## src/rtl/mem_arbiter.sv

```systemverilog
// ---------------------------------------------------------------------------
// mem_arbiter
//   Shares the single main-memory port between the icache miss path and the
//   dcache miss/writeback path. Block transfers are serialised and the read
//   block is routed back to whichever cache owned the transfer.
//
//   Optional feature macro: MEM_ARB_RR_EN
//     defined   -> round-robin arbitration on a tie (last_grant register)
//     undefined -> fixed priority, dcache beats icache
//
// Ports
//   clk, reset       clock / synchronous active-high reset
//   i_read           icache block read request
//   i_address        icache block address
//   i_readdata       block returned to icache (held until next icache read)
//   i_busywait       icache stall
//   d_read, d_write  dcache block read / writeback request
//   d_address        dcache block address
//   d_writedata      dcache writeback block
//   d_readdata       block returned to dcache (held until next dcache read)
//   d_busywait       dcache stall
//   mem_read/write   registered memory strobes
//   mem_address      registered memory block address
//   mem_writedata    registered memory write block
//   mem_readdata     memory read block
//   mem_busywait     memory busy
//   arb_owner        00 none, 01 icache, 10 dcache
// ---------------------------------------------------------------------------
module mem_arbiter #(
    parameter int ADDR_W  = 28,
    parameter int BLOCK_W = 128
) (
    input  logic               clk,
    input  logic               reset,
    input  logic               i_read,
    input  logic [ADDR_W-1:0]  i_address,
    output logic [BLOCK_W-1:0] i_readdata,
    output logic               i_busywait,
    input  logic               d_read,
    input  logic               d_write,
    input  logic [ADDR_W-1:0]  d_address,
    input  logic [BLOCK_W-1:0] d_writedata,
    output logic [BLOCK_W-1:0] d_readdata,
    output logic               d_busywait,
    output logic               mem_read,
    output logic               mem_write,
    output logic [ADDR_W-1:0]  mem_address,
    output logic [BLOCK_W-1:0] mem_writedata,
    input  logic [BLOCK_W-1:0] mem_readdata,
    input  logic               mem_busywait,
    output logic [1:0]         arb_owner
);

    typedef enum logic [1:0] {
        IDLE    = 2'd0,
        GRANT_I = 2'd1,
        GRANT_D = 2'd2,
        RELEASE = 2'd3
    } state_t;

    localparam logic [1:0] OWN_NONE = 2'b00;
    localparam logic [1:0] OWN_I    = 2'b01;
    localparam logic [1:0] OWN_D    = 2'b10;

    state_t state;
    logic   i_req;
    logic   d_req;
    logic   grant_i;
    logic   grant_d;

`ifdef MEM_ARB_RR_EN
    logic   last_grant;   // 0 = icache, 1 = dcache
`endif

    always_comb begin
        i_req = i_read;
        d_req = d_read | d_write;
`ifdef MEM_ARB_RR_EN
        // On a tie, the side that did not win last time goes first.
        grant_d = d_req & (~i_req | ~last_grant);
`else
        grant_d = d_req;
`endif
        grant_i = i_req & ~grant_d;
        // Only the owner, and only in RELEASE, sees its stall drop.
        i_busywait = i_req & ~((state == RELEASE) && (arb_owner == OWN_I));
        d_busywait = d_req & ~((state == RELEASE) && (arb_owner == OWN_D));
    end

    always_ff @(posedge clk) begin
        if (reset) begin
            state         <= IDLE;
            mem_read      <= 1'b0;
            mem_write     <= 1'b0;
            mem_address   <= '0;
            mem_writedata <= '0;
            i_readdata    <= '0;
            d_readdata    <= '0;
            arb_owner     <= OWN_NONE;
`ifdef MEM_ARB_RR_EN
            last_grant    <= 1'b0;
`endif
        end else begin
            case (state)
                IDLE: begin
                    if (grant_d) begin
                        state         <= GRANT_D;
                        arb_owner     <= OWN_D;
                        mem_address   <= d_address;
                        // read+write together is treated as a writeback
                        mem_write     <= d_write;
                        mem_read      <= ~d_write;
                        mem_writedata <= d_writedata;
`ifdef MEM_ARB_RR_EN
                        last_grant    <= 1'b1;
`endif
                    end else if (grant_i) begin
                        state       <= GRANT_I;
                        arb_owner   <= OWN_I;
                        mem_address <= i_address;
                        mem_read    <= 1'b1;
                        mem_write   <= 1'b0;
`ifdef MEM_ARB_RR_EN
                        last_grant  <= 1'b0;
`endif
                    end
                end
                GRANT_I, GRANT_D: begin
                    if (!mem_busywait) begin
                        mem_read  <= 1'b0;
                        mem_write <= 1'b0;
                        if (mem_read) begin
                            if (state == GRANT_I)
                                i_readdata <= mem_readdata;
                            else
                                d_readdata <= mem_readdata;
                        end
                        state <= RELEASE;
                    end
                end
                RELEASE: begin
                    state     <= IDLE;
                    arb_owner <= OWN_NONE;
                end
                default: begin
                    state     <= IDLE;
                    arb_owner <= OWN_NONE;
                end
            endcase
        end
    end

endmodule

```

## config.mk

```make
export PLATFORM = sky130hd
export DESIGN_NAME = mem_arbiter
export DESIGN_NICKNAME = d
export VERILOG_FILES = /design/src/rtl/mem_arbiter.sv
export SDC_FILE = /design/constraint.sdc
export NUM_CORES = 1
export LEC_CHECK = 0
export ABC_AREA = 1
export CAP_MARGIN = 20
export CORE_AREA = 2 2 284 286
export CTS_CLUSTER_SIZE = 20
export DETAILED_ROUTE_END_ITERATION = 10
export DIE_AREA = 0 0 286 288
export PLACE_DENSITY_LB_ADDON = 0.05
export SLEW_MARGIN = 20
export SYNTH_ARGS = -nofsm -noshare
export SYNTH_HDL_FRONTEND = slang
export SYNTH_SLANG_ARGS = --single-unit
```

## constraint.sdc

```tcl
create_clock -name clk -period 5.4 [get_ports clk]
set_clock_uncertainty 0.2 [all_clocks]
set_input_delay 0.81 -clock clk [delete_from_list [all_inputs] [get_ports clk]]
set_output_delay 0.81 -clock clk [all_outputs]
set_load 0.02 [all_outputs]
```

# After elaboration in Yosys (flattened, before gate mapping)

Index checks and enable logic that the tools add are counted.

Bits in registers: 418
Output and inout port bits: 418
Bits of input ports: 318
Word-level logic and storage cells: 53

Bitwise operators: 10
Equal/unequal tests: 7
Reductions and logical operators: 14
Multiplexer cells: 14

Operators by type and width:

| operator                                      | number |
|---|---|
| two-way mux 28 bit                            | 2 |
| AND reduction 2 bit                           | 4 |
| AND reduction 4 bit                           | 2 |
| == test 2 bit, second input constant          | 3 |
| two-way mux 2 bit                             | 3 |
| inverter 1 bit                                | 6 |
| one-hot mux 2 bit (3 select lines)            | 1 |
| nonzero test 2 bit                            | 3 |
| two-way mux 1 bit                             | 5 |
| == test 2 x 1 -> 1 bit, second input constant | 2 |
| one-hot mux 1 bit (2 select lines)            | 2 |
| one-hot mux 2 bit (2 select lines)            | 1 |
| bitwise AND 1 bit                             | 3 |
| inequality test 3 bit, second input constant  | 1 |
| AND reduction 3 bit                           | 1 |
| logical AND 1 bit                             | 2 |
| logical NOT 2 bit                             | 1 |
| inequality test 2 bit, second input constant  | 1 |
| OR reduction 2 bit                            | 1 |
| bitwise OR 1 bit                              | 1 |

# Longest topological paths before layout

Depth in word-level cells: 6
Depth in mapped cells: 10
Gate-level depth less buffers: 8

# Worst setup path before layout

Ideal clock, no wire load.

Kind: input port to output port
Start: in d_write
End: out d_busywait
Cell stages on the path: 5
Data required time: 4.390 ns
Buffers on the path: 1
Slack: 2.923 ns
Arrival time: 1.467 ns
Cell sequence: nor2_4 -> inv_2 -> clkbuf_1 -> o31ai_1 -> inv_1

Word-level cells in the longest chain between the ends: 2

RTL lines:

| what               | line | text |
|---|---|---|
| start: declaration | 40   | `input logic d_write,` |
| bitwise OR 1 bit   | 77   | `d_req = d_read \| d_write;` |
| bitwise AND 1 bit  | 87   | `d_busywait = d_req & ~((state == RELEASE) && (arb_owner == OWN_D));` |
| end: declaration   | 44   | `output logic d_busywait,` |

No other way between the ends.

# Worst setup path in the final report

Same ends and word-level chain as after synthesis.

==> flow_metrics.env <==
export IMPL_outcome="complete, no violations"
export IMPL_synth_most_common_cell="nor2_1"
export IMPL_place_inst=3614
export IMPL_biggest_area_contributors_in_the_synthesized_netlist="dfxtp_1 55%, nor2_1 14%, o21ai_0 9.0%"
export IMPL_wl_per_cell_um=20.3
export IMPL_share_seq_of_total_power=0.335
export IMPL_detailroute_via_count=15500
export IMPL_p_int_uw=7570
export IMPL_yosys_cell_types=22
export IMPL_io_pins=736
export IMPL_rr_endpoint="d_readdata[96]$_SDFFE_PP0P_"
export IMPL_post_route_cells_drive_above_1_share=0.0423
export IMPL_clock_sink_total=418
export IMPL_p_leak_uw=0.00910
export IMPL_routed_via_density=4.16
export IMPL_critPathCaptureType="primary output"
export IMPL_synthDominantAreaCellType="dfxtp_1"
export IMPL_critPathLaunchType="primary input"
export IMPL_worst_endpoint_arrival_ps=2760
export IMPL_reg2reg_setup_slack_ps=2070
export IMPL_clock_tree_htree_level_count=2
export IMPL_clock_tree_root_cell="clkbuf_16"
export IMPL_grt_setup_unrepaired="false"
export IMPL_worst_skew_pair_late_latency_ps=580
export IMPL_row_count=104
export IMPL_grt_usage=0.175
export IMPL_max_slew_margin=0.285
export IMPL_flip_flop_and_latch_count_after_synthesis=418
export IMPL_power_share_combinational=0.363
export IMPL_grt_first_pass_wirelength_um=108000
export IMPL_fmax_mhz=265
export IMPL_cap_violations=0
export IMPL_floorplan_initialDensity=0.190
export IMPL_sw_frac_of_total=0.368
export IMPL_globalRouteOverflowTotal=0
export IMPL_synth_largest_type_area_fraction=0.554
export IMPL_number_of_enable_type_register_cells_in_the_synthesized_netlist=0
export IMPL_finish_cell_count_without_fillers=3716
export IMPL_hold_path_startpoint="i_readdata[6]$_SDFFE_PP0P_"
export IMPL_p_per_area_mw_per_mm2=479
export IMPL_layout_worst_path_cycle_share=0.698
export IMPL_timing_final_hold_violations=0
export IMPL_cts_hold_buffers=0
export IMPL_worstRegToRegCells=7
export IMPL_die_x_um=286
export IMPL_final_hold_worst_slack_ps=259
export IMPL_cts_tree="yes"
export IMPL_path_type_of_the_worst_setup_path="in2out"
export IMPL_worst_ep_required_time_ps=4390
export IMPL_place_detailed_hpwl_um=52800
export IMPL_synth_seq_area_share=0.554
export IMPL_pwr_share_clk=0.301
export IMPL_worst_ir_drop_vdd_v=0.000251
export IMPL_vias_in_the_first_global_route=15700
export IMPL_gp_routability_congestion=0.798
export IMPL_drt_pass1_iterations=5
export IMPL_cts_resized=0
export IMPL_cts_buffer_depth=3
export IMPL_origin_of_the_critical_flop_to_flop_path="state[1]$_SDFFE_PP0P_"
export IMPL_finalCriticalPeriod_ps=3770
export IMPL_synth_cells=1959
export IMPL_synth_cell_area_sq_mm=0.0151
export IMPL_area_growth_from_synthesis_to_layout_pct=65.7
export IMPL_post_layout_util=0.314
export IMPL_cts_post_setup_buffers_inserted=0
export IMPL_worst_margin_pin_slew_ps=1070
export IMPL_die_height_um=288
export IMPL_synthFlopType="dfxtp_1"
export IMPL_synth_net_count=2281
export IMPL_hold_path_depth=2
export IMPL_total_power_uw=12000
export IMPL_design_die_area_sq_mm=0.0824
export IMPL_yosysWarnings=0
export IMPL_timing_final_max_slew_violations=0
export IMPL_post_route_drc_count=0
export IMPL_hold_end="i_readdata[6]$_SDFFE_PP0P_"
export IMPL_finish_net_count=2930
export IMPL_cts_clk_slew_worst_paths_ps=60
export IMPL_core_area_sq_mm=0.0796
export IMPL_grt_antenna_before_repair=12
export IMPL_async_reset_ff_frac=0
export IMPL_placement_io_buffers=735
export IMPL_avg_synthesized_cell_area_sq_um=7.70
export IMPL_finalSetupTns_ps=0
export IMPL_detail_route_iter0_violations=727
export IMPL_grt_max_degree=138
export IMPL_final_antenna_net_count=0
export IMPL_synth_cells_most_frequent="574 x nor2_1, 418 x dfxtp_1, 270 x o21ai_0"
export IMPL_totalWireLength_um=75300
export IMPL_power_switching_uw=4410
export IMPL_crit_fanout=30
export IMPL_setup_violation_total_in_the_final_timing_report=0
export IMPL_timing_hold_worst_class="reg2reg"
export IMPL_numCtsBuffers=52
==> worst max path at each step <==
| stage | start | endpoint | cells past startpoint |
|---|---|---|---|
| after global placement | mem_busywait | d_readdata[46]$_SDFFE_PP0P_ | 7 |
| after floorplan | d_write | d_busywait | 5 |
| after CTS | d_write | d_busywait | 6 |
| after detailed placement | mem_busywait | d_readdata[46]$_SDFFE_PP0P_ | 7 |
| final | d_write | d_busywait | 6 |
| after global routing | d_write | d_busywait | 6 |
==> per-layer routing <==
layer	GRT usage	share of wire	up-vias
li1	-	-	7669
met1	0.197	0.40	7202
met2	0.309	0.49	487
met3	0.0644	0.085	95
met4	0.0467	0.021	14
met5	0	0.0013	-
==> cell families (layout without fill, tap and decap cells) <==
| family | Yosys count | count (layout) | share of synthesized area |
|---|---|---|---|
| AO/OA/AOI/OAI | 420 | 420 | 0.140 |
| adder cells (fa/ha/maj) | 4 | 4 | 0.00332 |
| buffers and inverters | 174 | 865 | 0.0548 |
| flip-flops | 418 | 418 | 0.554 |
| other | 0 | 6 | 0 |
| AND/OR/NAND/NOR | 943 | 943 | 0.247 |
==> registers in the layout, indices dropped and copies added, names as in the netlist <==
| signal | cells |
|---|---|
| i_readdata | 128 |
| mem_read | 1 |
| mem_address | 28 |
| mem_write | 1 |
| state | 2 |
| mem_writedata | 128 |
| d_readdata | 128 |
| arb_owner | 2 |
==> layout make-up <==
type | instances | area, sq um
Inverter | 19 | 83.8
Multi-Input combinational cell | 1367 | 5930
Fill cell | 8517 | 54600
Clock inverter | 10 | 128
Antenna cell | 6 | 15.0
Sequential cell | 418 | 8370
Clock buffer | 86 | 1640
Tap cell | 1060 | 1330
Timing Repair Buffer | 750 | 7520
==> power groups by stage <==
stage	clock network, uW	registers, uW	logic [uW]
2_1_floorplan	0	4770	1570
3_3_place_gp	0	4060	4440
3_5_place_dp	0	4060	4430
4_1_cts	3750	4020	4450
5_1_grt	3880	4090	4740
6_report	3610	4020	4350
==> cells in the final DEF (no fill, tap or decap), drive strengths merged <==
| cell | Yosys | final |
|---|---|---|
| dfxtp | 418 | 418 |
| nand4 | 3 | 3 |
| o31ai | 1 | 1 |
| clkinv | 0 | 6 |
| ha | 4 | 4 |
| nand3 | 131 | 131 |
| nor2 | 577 | 577 |
| clkdlybuf4s50 | 0 | 734 |
| bufinv | 0 | 3 |
| buf | 79 | 16 |
| a21oi | 132 | 132 |
| o21ai | 287 | 287 |
| clkbuf | 76 | 86 |
| or2 | 1 | 1 |
| nand2 | 231 | 231 |
| clkinvlp | 0 | 1 |
| diode | 0 | 6 |
| inv | 19 | 19 |
==> stage by stage <==
stage          area, sq um  setup WS [ps]
6_report             25000           1630
5_1_grt              25000           1490
4_1_cts              25000           1580
3_5_place_dp         23200           1320
3_3_place_gp         23200           1420
2_1_floorplan        15100           2920
==> critical path, cell delays in order <==
cell	delay, ps
clkdlybuf4s50_1	550
nor2_4	100
inv_2	410
o31ai_1	150
inv_1	80
clkdlybuf4s50_1	640
Power figures use the tool's default switching activity.
